**src/rtl/comm_sym_pkg.sv**
```systemverilog
// Shared definitions for the symbol collector: modulation mode codes,
// controller state codes and the bits-per-symbol lookup.
package comm_sym_pkg;

  localparam logic [1:0] MODE_BPSK  = 2'd0;
  localparam logic [1:0] MODE_QPSK  = 2'd1;
  localparam logic [1:0] MODE_16QAM = 2'd2;
  localparam logic [1:0] MODE_RSVD  = 2'd3;

  localparam logic [1:0] ST_EMPTY     = 2'd0;
  localparam logic [1:0] ST_FILL      = 2'd1;
  localparam logic [1:0] ST_FULL_WAIT = 2'd2;

  // log2(bits per symbol); the reserved code behaves as QPSK
  function automatic logic [1:0] bps_log2(input logic [1:0] mode);
    case (mode)
      MODE_BPSK:            bps_log2 = 2'd0;
      MODE_16QAM:           bps_log2 = 2'd2;
      MODE_QPSK, MODE_RSVD: bps_log2 = 2'd1;
      default:              bps_log2 = 2'd1;
    endcase
  endfunction

endpackage

```
**src/rtl/sym_out_reg.sv**
```systemverilog
// One-entry valid/ready holding register for packed words.
module sym_out_reg
  import comm_sym_pkg::*;
#(
  parameter int unsigned WORD_W = 32,
  parameter int unsigned NSYM_W = 6
) (
  input  logic              clk_i,
  input  logic              rst_i,
  input  logic              in_valid_i,
  output logic              in_ready_o,
  input  logic [WORD_W-1:0] in_data_i,
  input  logic [NSYM_W-1:0] in_nsym_i,
  input  logic              in_partial_i,
  output logic              out_valid_o,
  input  logic              out_ready_i,
  output logic [WORD_W-1:0] out_data_o,
  output logic [NSYM_W-1:0] out_nsym_o,
  output logic              out_partial_o
);

  logic              valid_q;
  logic [WORD_W-1:0] data_q;
  logic [NSYM_W-1:0] nsym_q;
  logic              partial_q;

  // Space is available when empty or when the held word leaves this cycle
  assign in_ready_o = !valid_q || out_ready_i;

  // Load a new word whenever the slot is free; contents hold while stalled
  always_ff @(posedge clk_i or posedge rst_i) begin
    if (rst_i) begin
      valid_q   <= 1'b0;
      data_q    <= '0;
      nsym_q    <= '0;
      partial_q <= 1'b0;
    end else if (in_ready_o) begin
      valid_q <= in_valid_i;
      if (in_valid_i) begin
        data_q    <= in_data_i;
        nsym_q    <= in_nsym_i;
        partial_q <= in_partial_i;
      end
    end
  end

  assign out_valid_o   = valid_q;
  assign out_data_o    = data_q;
  assign out_nsym_o    = nsym_q;
  assign out_partial_o = partial_q;

endmodule

```
**src/rtl/collect_symbols.sv**
```systemverilog
// Packs 1/2/4-bit symbols into WORD_W-bit words, LSB first, with flush
// support for partial words and a one-word output holding register.
module collect_symbols
  import comm_sym_pkg::*;
#(
  parameter  int unsigned WORD_W = 32,
  parameter  int unsigned SYM_W  = 4,
  localparam int unsigned NSYM_W = $clog2(WORD_W) + 1
) (
  input  logic              CLK,
  input  logic              RST,
  input  logic [1:0]        mode_i,
  input  logic              valid_i,
  input  logic [SYM_W-1:0]  data_i,
  output logic              ready_o,
  input  logic              flush_i,
  output logic              valid_o,
  input  logic              ready_i,
  output logic [WORD_W-1:0] data_o,
  output logic [NSYM_W-1:0] nsym_o,
  output logic              partial_o
);

  logic [1:0]        state_q, state_d;
  logic [WORD_W-1:0] asm_q, asm_d;
  logic [NSYM_W-1:0] cnt_q, cnt_d;
  logic [1:0]        lg_q, lg_d;
  logic              pend_q, pend_d;

  logic [1:0]        lg_eff;
  logic              accept;
  logic [SYM_W-1:0]  sym_mask;
  logic [NSYM_W+1:0] shamt;
  logic [WORD_W-1:0] asm_nxt;
  logic [NSYM_W-1:0] cnt_nxt;
  logic [NSYM_W-1:0] max_sym;
  logic              full;
  logic              emit;
  logic              hold_rdy;
  logic              push;

  // Registered only: never depends on valid_i
  assign ready_o = (state_q != ST_FULL_WAIT) && !pend_q;
  assign accept  = valid_i && ready_o;

  // Symbol width comes from mode_i on the first symbol, then stays latched
  assign lg_eff  = (state_q == ST_EMPTY) ? bps_log2(mode_i) : lg_q;
  assign max_sym = NSYM_W'(WORD_W >> lg_eff);

  // Keep only the low bps bits of the incoming symbol
  always_comb begin
    sym_mask = '0;
    for (int unsigned i = 0; i < SYM_W; i++) begin
      sym_mask[i] = (i < (32'd1 << lg_eff));
    end
  end

  assign shamt   = {2'b00, cnt_q} << lg_eff;
  assign asm_nxt = accept ? (asm_q | (WORD_W'(data_i & sym_mask) << shamt)) : asm_q;
  assign cnt_nxt = accept ? (cnt_q + NSYM_W'(1)) : cnt_q;

  // The word as it will look after this cycle's symbol is what gets emitted,
  // so a symbol arriving with flush_i is included, and a word completed by
  // that symbol goes out as full rather than partial.
  assign full = (cnt_nxt == max_sym);
  assign emit = full || ((flush_i || pend_q) && (cnt_nxt != '0));
  assign push = emit && hold_rdy;

  // Controller next-state: move to holding, wait on a full word, or keep filling
  always_comb begin
    state_d = state_q;
    asm_d   = asm_nxt;
    cnt_d   = cnt_nxt;
    lg_d    = lg_eff;
    pend_d  = 1'b0;
    if (push) begin
      state_d = ST_EMPTY;
      asm_d   = '0;
      cnt_d   = '0;
    end else if (full) begin
      state_d = ST_FULL_WAIT;
    end else begin
      state_d = (cnt_nxt == '0) ? ST_EMPTY : ST_FILL;
      pend_d  = emit;
    end
  end

  // Controller and assembly state
  always_ff @(posedge CLK or posedge RST) begin
    if (RST) begin
      state_q <= ST_EMPTY;
      asm_q   <= '0;
      cnt_q   <= '0;
      lg_q    <= 2'd1;
      pend_q  <= 1'b0;
    end else begin
      state_q <= state_d;
      asm_q   <= asm_d;
      cnt_q   <= cnt_d;
      lg_q    <= lg_d;
      pend_q  <= pend_d;
    end
  end

  sym_out_reg #(
    .WORD_W (WORD_W),
    .NSYM_W (NSYM_W)
  ) u_out (
    .clk_i         (CLK),
    .rst_i         (RST),
    .in_valid_i    (emit),
    .in_ready_o    (hold_rdy),
    .in_data_i     (asm_nxt),
    .in_nsym_i     (cnt_nxt),
    .in_partial_i  (!full),
    .out_valid_o   (valid_o),
    .out_ready_i   (ready_i),
    .out_data_o    (data_o),
    .out_nsym_o    (nsym_o),
    .out_partial_o (partial_o)
  );

endmodule

```
**config.mk**
```make
export PLATFORM = sky130hd
export DESIGN_NAME = collect_symbols
export DESIGN_NICKNAME = d
export VERILOG_FILES = /design/src/rtl/comm_sym_pkg.sv /design/src/rtl/sym_out_reg.sv /design/src/rtl/collect_symbols.sv
export SDC_FILE = /design/constraint.sdc
export NUM_CORES = 1
export LEC_CHECK = 0
export ABC_AREA = 1
export CAP_MARGIN = 30
export CORE_MARGIN = 2
export CORE_UTILIZATION = 55
export CTS_CLUSTER_SIZE = 8
export DETAILED_ROUTE_END_ITERATION = 10
export PLACE_DENSITY = 0.87
export SKIP_CTS_REPAIR_TIMING = 1
export SYNTH_ARGS = -nofsm -noshare
export SYNTH_HDL_FRONTEND = slang
export SYNTH_SLANG_ARGS = --single-unit
```
**constraint.sdc**
```tcl
create_clock -name CLK -period 2.9 [get_ports CLK]
set_input_delay 0.435 -clock CLK [delete_from_list [all_inputs] [get_ports CLK]]
set_output_delay 0.435 -clock CLK [all_outputs]
set_load 0.02 [all_outputs]
```
==> flow_summary.ini <==
[status]
status = finished clean

[die]
dieArea_um2 = 7690
pin_count = 52
coreArea_um2 = 6790
rows = 30
die_height_um = 87.7
die_w_um = 87.7
initial_core_util = 0.567

[detailed_routing]
drtAntennaViolNets = 0
dr.pass1.iters = 5
wl_per_cell_um = 13.5
drt_iter0_drc = 166
wl_um = 8440
vias = 3182
vias_per_cell = 5.07
drc = 0

[timing]
period_needed_ns = 2.47
slew_headroom = 0.666
rsz0062_at_grt = false
finalSetupTns_ns = 0
period_share = 0.853
holdWs_ns = 0.415
fmax_ghz = 0.404
hold_viol = 0
skew_ns = 0.00622
worstMarginPinSlew_ns = 0.501
final-setup-viol-count = 0
slew_violations = 0

[critical_path]
crit_fanout = 11
crit_path_frequent_cell = nand2_1
end_kind = flip-flop
r2r_setup_slack_ns = 0.43
crit_arrival_ns = 2.77
critPathMaxStageDelay_ns = 0.42
cp.required_ns = 3.20
path_cells = nor2_2 > nand2_2 > nand2_1 > o21ai_0 > nand2_1 > nand3_1 > nor2_1 > inv_1 > o21ai_1 > nand2_1 > nand2_1
cp_top_family = simple AND/OR/NAND/NOR gates
slowest_stage = dfrtp_1
critical_path_class = flip-flop to flip-flop
startpoint_type = flip-flop
crit_buf_inv = 1

[cells_and_area]
layout.nets = 539
layout-drive-gt1-share = 0.0772
layout_common_cells = nand2_1 (162), dfrtp_1 (82), inv_1 (51), clkdlybuf4s50_1 (51), nor2_1 (48)
diodes = 0
layout-area-overhead-vs-synth_pct = 20.1
layout_commonest_cell = nand2_1
nFillCells = 562
fin_cells = 627

[grt]
antenna_found_initial = 0
grt_pass1_vias = 3128
grt_usage = 0.241
overflow = 0
grt_pass1_wl_um = 14200
grt_start_max_net_pins = 59

[yosys]
synth_top_family_by_area = simple AND/OR/NAND/NOR gates
syn_nets = 488
synth-seq-cells = 83
netlist_instances = 476
syn-cell-area_um2 = 3850
synth_compound_area_frac = 0.0675
syn_avg_cell_area_um2 = 8.10
synthXorXnorAreaFrac = 0.0179
synth_fa_ha_area_frac = 0.00325
yosysSeqAreaShare = 0.539
synth_mux_area_frac = 0
synth_simple_gate_area_frac = 0.281
yosys_warnings = 0
ys_types = 25

[flow_run]
max-cap-violations = 0

[clock_tree]
cts_max_level = 3
cts.sinks = 83
cts_buffers = 9
insertion_delay_ns = 0.35
clockBufferDepth = 2
cts-root-buf = clkbuf_8
path_clk_slew_ns = 0.08
cts_tree = yes

[place]
io_buffers = 51
dp_hpwl_um = 5990
place.gp.congestion = 0.858
place_inst = 612

[min_path]
hold_class = input port to asynchronous set/reset pin

[power_and_ir_drop]
peakVddDrop_mv = 0.527
power.density_nw_per_um2 = 1100
leakage_nw = 2.34
==> path summary, 6_finish.rpt <==
check | from | to | cells past startpoint
worst min-delay path | RST | u_out.out_data_o[13] | 2
worst max register to register | state_q[1] | u_out.out_data_o[4] | 11
min in group CLK | u_out.out_data_o[18] | u_out.out_data_o[18] | 2
worst max-delay path | state_q[1] | u_out.out_data_o[4] | 11
max in group asynchronous | RST | lg_q[0] | 3
worst min register to register | u_out.out_data_o[18] | u_out.out_data_o[18] | 2
==> worst reg2reg max path, stage by stage, from the launching register on <==
cell and delay (ns):
dfrtp_1 0.42, nor2_2 0.21, nand2_2 0.09, nand2_1 0.31, o21ai_0 0.18, nand2_1 0.09, nand3_1 0.10, nor2_1 0.39
inv_1 0.23, o21ai_1 0.24, nand2_1 0.10, nand2_1 0.06
==> logic make-up (layout without fill, tap and decap cells) <==
family	count (synthesis)	after routing
fa+ha+maj	1	1
xor+xnor	7	7
simple gates	257	257
compound gates	50	50
buf+inv	78	133
flops	83	83
==> final cells by class <==
type / count / area, µm² / share of cell area
Multi-Input combinational cell: 315 / 1430 / 0.308
Sequential cell: 83 / 2080 / 0.449
Clock inverter: 4 / 27.5 / 0.00595
Timing Repair Buffer: 60 / 616 / 0.133
Clock buffer: 11 / 141 / 0.0306
Inverter: 58 / 219 / 0.0473
Tap cell: 96 / 120 / 0.0260
==> registers in the layout (all words and copies together) (netlist names) <==
register / cells
u_out.out_partial_o: 1
u_out.out_valid_o: 1
u_out.out_nsym_o: 6
state_q: 2
lg_q: 2
u_out.out_data_o: 32
cnt_q: 6
asm_q: 32
pend_q: 1
==> synth_stat cells, drive strengths merged <==
| cell type | number | area, µm² |
|---|---|---|
| ha | 1 | 12.5 |
| o211ai | 1 | 7.51 |
| nor3 | 1 | 10.0 |
| inv | 58 | 218 |
| nand3b | 2 | 15.0 |
| o21ai | 27 | 143 |
| nand3 | 18 | 103 |
| dfstp | 1 | 26.3 |
| xor2 | 7 | 68.8 |
| buf | 20 | 135 |
| nand2 | 165 | 624 |
| a21oi | 22 | 110 |
| nor2 | 50 | 198 |
| dfrtp | 82 | 2050 |
| nand4 | 21 | 131 |
==> metal layers <==
metal  track usage  up-vias  part of all wire
met5             0        -                 0
met4        0.0951        0             0.020
met3        0.0396       18             0.040
met2         0.402       81              0.49
met1         0.315     1504              0.45
li1              -     1579                 -
==> metrics by stage <==
stage / utilization / power [mW] / cell area, µm² / setup slack (ns)
5_1_grt: 0.681 / 5.47 / 4630 / 0.217
3_5_place_dp: 0.656 / 4.35 / 4460 / 0.187
2_1_floorplan: - / 3.53 / 3850 / 0.330
4_1_cts: 0.681 / 5.08 / 4630 / 0.494
3_3_place_gp: 0.656 / 4.25 / 4460 / 0.209
6_report: 0.681 / 5.07 / 4630 / 0.427
==> report_power, final <==
part | switching [mW] | internal [mW] | leakage [nW]
Sequential | 0.183 | 1.49 | 1.13
Clock | 0.393 | 0.330 | 0.0891
Combinational | 1.77 | 0.904 | 1.13
(Power assumes the default switching activity.)
